===== config.mk =====
export PLATFORM = sky130hd
export DESIGN_NAME = scratchpad
export DESIGN_NICKNAME = d
export VERILOG_FILES = /design/src/rtl/scratchpad.sv
export SDC_FILE = /design/constraint.sdc
export NUM_CORES = 1
export LEC_CHECK = 0
export ABC_CLOCK_PERIOD_IN_PS = 800
export CORE_ASPECT_RATIO = 1.25
export CORE_MARGIN = 2
export CORE_UTILIZATION = 32
export DETAILED_ROUTE_END_ITERATION = 12
export PLACE_DENSITY = 0.54
export SYNTH_ARGS = -nofsm -noshare
export SYNTH_HDL_FRONTEND = slang
export SYNTH_SLANG_ARGS = --single-unit

===== constraint.sdc =====
create_clock -name clk -period 0.8 [get_ports clk]
set_input_delay 0.16 -clock clk [delete_from_list [all_inputs] [get_ports clk]]
set_output_delay 0.16 -clock clk [all_outputs]
set_load 0.005 [all_outputs]

===== src/rtl/scratchpad.sv =====
// scratchpad: WEIGHT_COLS x WEIGHT_ROWS weight store, one column written and one column read per cycle.
// Ports: clk, rst_n, wr_en/wr_col/data_in, rd_en/rd_col -> data_out/out_valid, addr_err. Macro: SCRATCHPAD_FWD_EN (write-first).
module scratchpad #(
  parameter int WEIGHT_WIDTH = 5,
  parameter int WEIGHT_ROWS  = 6,
  parameter int WEIGHT_COLS  = 3,
  localparam int CW = (WEIGHT_COLS > 1) ? $clog2(WEIGHT_COLS) : 1
) (
  input  logic                    clk,
  input  logic                    rst_n,
  input  logic                    wr_en,
  input  logic [CW-1:0]           wr_col,
  input  logic [WEIGHT_WIDTH-1:0] data_in  [0:WEIGHT_ROWS-1],
  input  logic                    rd_en,
  input  logic [CW-1:0]           rd_col,
  output logic [WEIGHT_WIDTH-1:0] data_out [0:WEIGHT_ROWS-1],
  output logic                    out_valid,
  output logic                    addr_err
);

  localparam logic [CW:0] LP_COLS = WEIGHT_COLS[CW:0];

  logic [WEIGHT_WIDTH-1:0] r_mem  [0:WEIGHT_COLS-1][0:WEIGHT_ROWS-1];
  logic [WEIGHT_WIDTH-1:0] r_data [0:WEIGHT_ROWS-1];
  logic                    r_valid;
  logic                    r_err;

  logic                    w_wr_ok;
  logic                    w_rd_ok;
  logic                    w_wr_bad;
  logic                    w_rd_bad;
  logic [WEIGHT_WIDTH-1:0] w_rd_data [0:WEIGHT_ROWS-1];

  assign w_wr_ok  = wr_en && ({1'b0, wr_col} < LP_COLS);
  assign w_rd_ok  = rd_en && ({1'b0, rd_col} < LP_COLS);
  assign w_wr_bad = wr_en && !({1'b0, wr_col} < LP_COLS);
  assign w_rd_bad = rd_en && !({1'b0, rd_col} < LP_COLS);

  // Out-of-range reads return zeros.
  always_comb begin
    for (int i = 0; i < WEIGHT_ROWS; i++) begin
      w_rd_data[i] = '0;
      if (w_rd_ok) begin
        w_rd_data[i] = r_mem[rd_col][i];
`ifdef SCRATCHPAD_FWD_EN
        if (w_wr_ok && (wr_col == rd_col)) begin
          w_rd_data[i] = data_in[i];
        end
`endif
      end
    end
  end

  always_ff @(posedge clk or negedge rst_n) begin
    if (!rst_n) begin
      for (int c = 0; c < WEIGHT_COLS; c++) begin
        for (int r = 0; r < WEIGHT_ROWS; r++) begin
          r_mem[c][r] <= '0;
        end
      end
    end else if (w_wr_ok) begin
      for (int r = 0; r < WEIGHT_ROWS; r++) begin
        r_mem[wr_col][r] <= data_in[r];
      end
    end
  end

  always_ff @(posedge clk or negedge rst_n) begin
    if (!rst_n) begin
      for (int r = 0; r < WEIGHT_ROWS; r++) begin
        r_data[r] <= '0;
      end
      r_valid <= 1'b0;
      r_err   <= 1'b0;
    end else begin
      if (rd_en) begin
        for (int r = 0; r < WEIGHT_ROWS; r++) begin
          r_data[r] <= w_rd_data[r];
        end
      end
      r_valid <= rd_en;
      r_err   <= w_wr_bad || w_rd_bad;
    end
  end

  assign data_out  = r_data;
  assign out_valid = r_valid;
  assign addr_err  = r_err;

endmodule


==> run_results.csv, run 1 <==
group,metric,value,unit
setup_path,cp.arrival,0.95,ns
global_route,use_met2,27.9,%
synthesis,yosysTopAreaCellShare,58.8,%
place,port_buffers,69,
floorplanning,rows,52,
detailed_routing,routedWlPerCell,18.8,um
run,cap_viol_max_count,0,
timing,finalMaxSlewViolations,0,
setup_path,startpoint,"data_out[26]",
finish,multi_input_area,2140,sq um
detailed_routing,drtIter0Drc,180,
global_route,grt.overflow.total,0,
outcome,violations,"negative setup slack",
floorplanning,initial_core_util,32.3,%
global_route,track_usage,16.0,%
timing,whs,0.0872,ns
finish,design_area,7420,sq um
timing,layout_setup_ws,-0.313,ns
power,p_per_area,2550,nW/um^2
worst_hold_path,min_path_type,"input port to flip-flop",
floorplanning,die_w,118,um
synthesis,ys_ff_latch,122,
global_route,grtUsageMet1,19.8,%
timing,period_share,139,%
setup_path,path_cells,"buf_2",
global_route,grt_pass1_wl,21.3,mm
setup_path,cp-start-kind,"flip-flop",
floorplanning,die_area,17300,sq um
cts,cts_tree,"yes",
global_route,grt_pass1_vias,3749,
finish,fin_util,46.2,%
finish,instances_no_fill,710,
timing,skew,0.00495,ns
detailed_routing,num_vias,3491,
finish,diodes,0,
setup_path,worstSetupEndpointType,"primary output",
setup_path,r2r_slack,-0.10,ns
synthesis,synth_nets,406,
timing,finalSetupViolCount,102,
cts,clock_latency,0.40,ns
synthesis,syn_area,5190,sq um
synthesis,avgSynthCellArea,14.1,sq um
finish,register_area,3050,sq um
timing,min_period,1.11,ns
cts,h-tree-depth,4,
finish,fin_nets,519,
setup_path,crit_fanout,2,
setup_path,required,0.64,ns
detailed_routing,ant_nets,0,
detailed_routing,drc,0,
place,place_area,6330,sq um
cts,numCtsBuffers,17,
place,gp_congestion,0.691,
global_route,grt_max_degree,40,
finish,nFillCells,1461,
floorplanning,coreArea,16100,sq um
place,dp_hpwl,7.37,mm
global_route,antenna_found_initial,0,
power,power.static_leakage,3.44,nW
synthesis,synth_cells,368,
outcome,status,"complete, but fails checks",
setup_path,cp_slowest_stage_delay,0.41,ns
timing,setup_tns,-12.73,ns
global_route,met3_usage,3.55,%
cts,ctsRootBufferMaster,"clkbuf_16",
timing,hold_violations,0,
finish,syn2layout_area_growth,42.9,%
setup_path,critical_path_buf_inv_count,1,
synthesis,ys_warn_count,0,
timing,worstMarginPinSlew,0.176,ns
finish,drive_gt1_share,44.7,%
setup_path,path_class,"flip-flop to primary output",
cts,clkTransAtPathRegs,0.05,ns
power,peakVddDrop,0.00134,V
detailed_routing,drt-pass1-iter-count,4,
timing,fmax,898,MHz
cts,clock-sinks,122,
setup_path,cp_top_family,"flip-flops",
cts,cts_buffer_depth,2,
place,dp.cells,645,
worst_hold_path,hp-start,"wr_en",
detailed_routing,drt-total-wl,13.3,mm
floorplanning,fp.dieH,146,um
synthesis,synth_area_leaders,"dfrtp_1 (59%), mux2_2 (19%), mux2i_1 (5.8%)",
synthesis,synth_cell_types,15,
timing,rsz0062_at_grt,"yes",
floorplanning,io_pins,70,
setup_path,reg2reg_from,"data_out[13]",
synthesis,ys_seq_area_share,58.8,%
setup_path,critical_path.slowest_cell,"dfrtp_1",
global_route,grt_most_used_layer,"met2",
timing,slew_headroom,87.9,%
detailed_routing,via_per_inst,4.92,
synthesis,synth_top_area_cell,"dfrtp_1",
[cells by family (layout without fill, tap and decap cells)]
group           Yosys count  after routing  share of synthesized area, %
compound gates           30             30                          5.06
buf+inv                  59            185                          4.89
flops                   122            122                          58.8
mux                     120            120                          25.3
simple gates             37             37                          5.97
[power breakdown]
| group | switching (W) | internal [W] | leakage, nW |
|---|---|---|---|
| Clock | 0.00257 | 0.00504 | 0.288 |
| Combinational | 0.00125 | 0.00209 | 1.68 |
| Sequential | 0.000628 | 0.00732 | 1.47 |
| Total | 0.00445 | 0.0145 | 3.44 |
[synth_stat cells]
cell type / instances
clkbuf_1: 15
buf_4: 6
buf_2: 8
inv_1: 30
nand3b_1: 2
nand2_1: 1
nor3b_2: 1
dfrtp_1: 122
o221ai_1: 30
nand4b_1: 30
mux2_2: 88
nand3_1: 2
mux2_1: 2
nand2b_1: 1
mux2i_1: 30
[registers in the layout, summed over array words and instances, names as in the netlist]
register,cells
out_valid,1
addr_err,1
data_out,30
r_mem,90
[routing by layer]
layer  vias to the layer above  share of wire [%]
li1                       1583                  -
met4                         0                1.1
met2                        60                 54
met3                        12                2.7
met5                         -                  0
met1                      1836                 43
[layout make-up]
class                   count  share of cell area [%]
repair buffers            123                    16.9
well taps                 216                    3.64
inverters                  30                    1.52
multi-input cells         187                    28.8
clock buffers              24                    6.36
flip-flops and latches    122                    41.1
clock inverters             8                    1.58
[path summary, 6_finish.rpt]
check	endpoint	depth (start not counted)
max reg2reg	data_out[13]	4
min in group asynchronous	data_out[19]	2
min reg2reg	r_mem[6]	1
max	data_out[26]	1
max in group asynchronous	r_mem[48]	3
min	addr_err	4
[per-stage QoR]
step | total power (W) | setup slack [ns]
final | 0.0189 | -0.313
after global routing | 0.0198 | -0.341
after CTS | 0.0190 | -0.323
after detailed placement | 0.0109 | -0.872
after global placement | 0.0108 | -0.848
after floorplan | 0.00946 | -0.201
[placed cells by master, fill, tap and decap left out, types with 2 or more instances in the layout]
| master | n |
|---|---|
| dfrtp_1 | 122 |
| mux2_4 | 54 |
| mux2_2 | 36 |
| buf_2 | 34 |
| mux2i_1 | 30 |
| nand4b_1 | 30 |
| clkdlybuf4s50_1 | 30 |
| inv_1 | 24 |
| o221ai_1 | 24 |
| buf_4 | 23 |
| clkbuf_16 | 18 |
| buf_12 | 13 |
| buf_6 | 11 |
| inv_2 | 6 |
| o221ai_2 | 6 |
| clkbuf_1 | 5 |
| buf_16 | 5 |
| clkinv_2 | 4 |
| bufinv_16 | 3 |
| dlygate4sd3_1 | 3 |
| nand3_1 | 2 |
| nand3b_1 | 2 |
| clkbuf_8 | 2 |
| buf_8 | 2 |
[what timing repair did]
| item | CTS | global route |
|---|---|---|
| gates resized for setup | 213 | 17 |
| endpoints found under the setup margin | 124 | 127 |
| cloned | 6 | 2 |
| hold buffers | 3 | 0 |
| endpoints found under the hold margin | 123 | 0 |
| pin swaps | 1 | 5 |
| buffers inserted | 16 | 11 |
(Power assumes the default switching activity.)
==> run 2: changes to the inputs <==
--- a/config.mk
+++ b/config.mk
@@ -11,6 +11,7 @@
 export CORE_UTILIZATION = 32
 export DETAILED_ROUTE_END_ITERATION = 12
 export PLACE_DENSITY = 0.54
+export SETUP_SLACK_MARGIN = 0.05
 export SYNTH_ARGS = -nofsm -noshare
 export SYNTH_HDL_FRONTEND = slang
 export SYNTH_SLANG_ARGS = --single-unit
==> run 2 against run 1 <==
Net effect: the run still ends with negative setup slack left; utilization increased by 1.3 points; worst setup slack improved by 0.0092 ns; global-route usage increased by 1.4 points; clock skew increased by 0.0021 ns; sequential cell count unchanged; combinational power increased by 6.9%; count of clock-buffer cells in the layout decreased by 4; final cell count decreased by 0.14%; sequential power about the same; total power increased by 3.9%.
==> run_results.csv, run 2 (same netlist as run 1, synthesis figures left out) <==
group,metric,value,unit
detailed_routing,drt-pass1-iter-count,4,
finish,fin_nets,518,
finish,regMostFlops,"r_mem",
cts,clkTransAtPathRegs,0.06,ns
power,clkPwrFrac,41.2,%
detailed_routing,ant_nets,0,
cts,ctsRootBufferMaster,"clkbuf_16",
floorplanning,coreArea,16100,sq um
cts,h-tree-depth,4,
detailed_routing,num_vias,3524,
power,power.static_leakage,3.63,nW
global_route,antenna_found_initial,0,
setup_path,path_class,"flip-flop to primary output",
floorplanning,rows,52,
detailed_routing,via_per_inst,4.97,
timing,rsz0062_at_grt,"yes",
global_route,grt_pass1_wl,22.8,mm
timing,period_share,138,%
place,gp_congestion,0.725,
setup_path,cp.arrival,0.94,ns
setup_path,cp-start-kind,"flip-flop",
global_route,grt_pass1_vias,3895,
setup_path,cp_slowest_stage_delay,0.40,ns
global_route,grt_max_degree,58,
timing,finalSetupViolCount,115,
power,p_int,0.0150,W
detailed_routing,drtIter0Drc,208,
finish,final_cell_mix,"dfrtp_1 (122), mux2_4 (90), buf_2 (35)",
global_route,track_usage,17.4,%
floorplanning,io_pins,70,
setup_path,critical_path.slowest_cell,"dfrtp_1",
setup_path,critical_path_buf_inv_count,1,
floorplanning,initial_core_util,32.3,%
detailed_routing,routedWlPerCell,20.1,um
timing,hold_violations,0,
finish,largest_reg_flops,90,
setup_path,path_cells,"buf_2",
timing,worstMarginPinSlew,0.310,ns
timing,setup_tns,-13.25,ns
detailed_routing,drc,0,
global_route,grt.overflow.total,0,
finish,syn2layout_area_growth,46.8,%
place,port_buffers,69,
detailed_routing,drt-total-wl,14.2,mm
timing,min_period,1.10,ns
power,comb_power_share,18.2,%
power,power.share.sequential,40.6,%
floorplanning,die_area,17300,sq um
run,cap_viol_max_count,0,
finish,layout_commonest_cell,"dfrtp_1",
finish,diodes,0,
setup_path,worstSetupEndpointType,"primary output",
power,p_per_area,2580,nW/um^2
worst_hold_path,min_path_type,"input port to flip-flop",
cts,cts_tree,"yes",
cts,clock-sinks,122,
timing,fmax,906,MHz
timing,slew_headroom,79.3,%
power,p_switching,0.00468,W
setup_path,crit_fanout,2,
setup_path,cp_top_family,"flip-flops",
timing,finalMaxSlewViolations,0,
place,dpl_worst_slack,-0.893,ns
finish,drive_gt1_share,45.6,%
setup_path,required,0.64,ns
cts,cts_buffer_depth,2,
power,peakVddDrop,0.00124,V
outcome,violations,"negative setup slack",
timing,skew,0.00701,ns
floorplanning,die_w,118,um
outcome,status,"complete, but fails checks",
cts,numCtsBuffers,17,
place,dp_hpwl,7.36,mm
floorplanning,fp.dieH,146,um
timing,layout_setup_ws,-0.304,ns
power,p_sw_share,23.8,%
cts,clock_latency,0.41,ns
run 2: cell types whose count changed in the layout (fill, tap and decap cells not counted), sizes merged:
| cell | change |
|---|---|
| buf | +2 |
| clkinvlp | +2 |
| clkbuf | -6 |
| dlygate4sd3 | -1 |
| clkinv | +1 |
| bufinv | +1 |
run 2: worst register-to-register path, stage by stage, from the launching register on:
cell and delay (ns):
dfrtp_1 0.38, mux2i_1 0.14, o221ai_1 0.14
run 2: cell type report:
type / count / area [sq um]
clock inverter: 12 / 171
sequential: 122 / 3050
tap: 216 / 270
inverter: 30 / 113
clock buffer: 20 / 457
multi-input combinational: 187 / 2280
fill: 1406 / 8450
timing repair buffer: 122 / 1280
run 2: worst paths after layout:
kind	startpoint	end	slack [ns]	depth (start not counted)
min in group asynchronous	rst_n	data_out[18]	0.31	3
hold / removal	wr_en	addr_err	0.11	4
setup reg to reg	r_mem[6]	data_out[6]	0	2
hold reg to reg	r_mem[79]	r_mem[79]	0.51	1
setup / recovery	data_out[1]	data_out[1]	-0.30	1
max in group asynchronous	rst_n	r_mem[59]	0.19	3
run 2: layer usage:
metal | GRT usage [%] | share of wire, %
met4 | 5.12 | 1.2
met3 | 4.41 | 3.0
met1 | 22.2 | 45
met2 | 29.2 | 51
met5 | 0 | 0
run 2: repair_timing:
action / 4_1_cts / 5_1_grt
endpoints found under the hold margin: 123 / 0
gates cloned: 10 / 0
buffers inserted: 21 / 5
setup endpoints to repair: 144 / 152
hold buffers: 2 / 0
gates resized for setup: 270 / 8
pin swaps: 9 / 6
run 2: power by group through the flow:
stage	clock (W)	combinational (W)	sequential [W]
2_1_floorplan	0	0.00160	0.00787
3_3_place_gp	0	0.00283	0.00797
3_5_place_dp	0	0.00291	0.00802
4_1_cts	0.00825	0.00360	0.00795
5_1_grt	0.00859	0.00387	0.00812
6_report	0.00810	0.00358	0.00797
run 2: per-stage QoR:
step	utilization [%]	area (sq um)	hold WS [ns]	power (W)	std cells
final	47.4	7620	0.107	0.0196	709
after global routing	47.4	7620	0.105	0.0206	709
after CTS	47.7	7670	0.0581	0.0198	710
after detailed placement	39.3	6310	0.204	0.0109	646
after global placement	39.3	6310	0.196	0.0108	646
after floorplan	-	5340	-0.136	0.00947	368
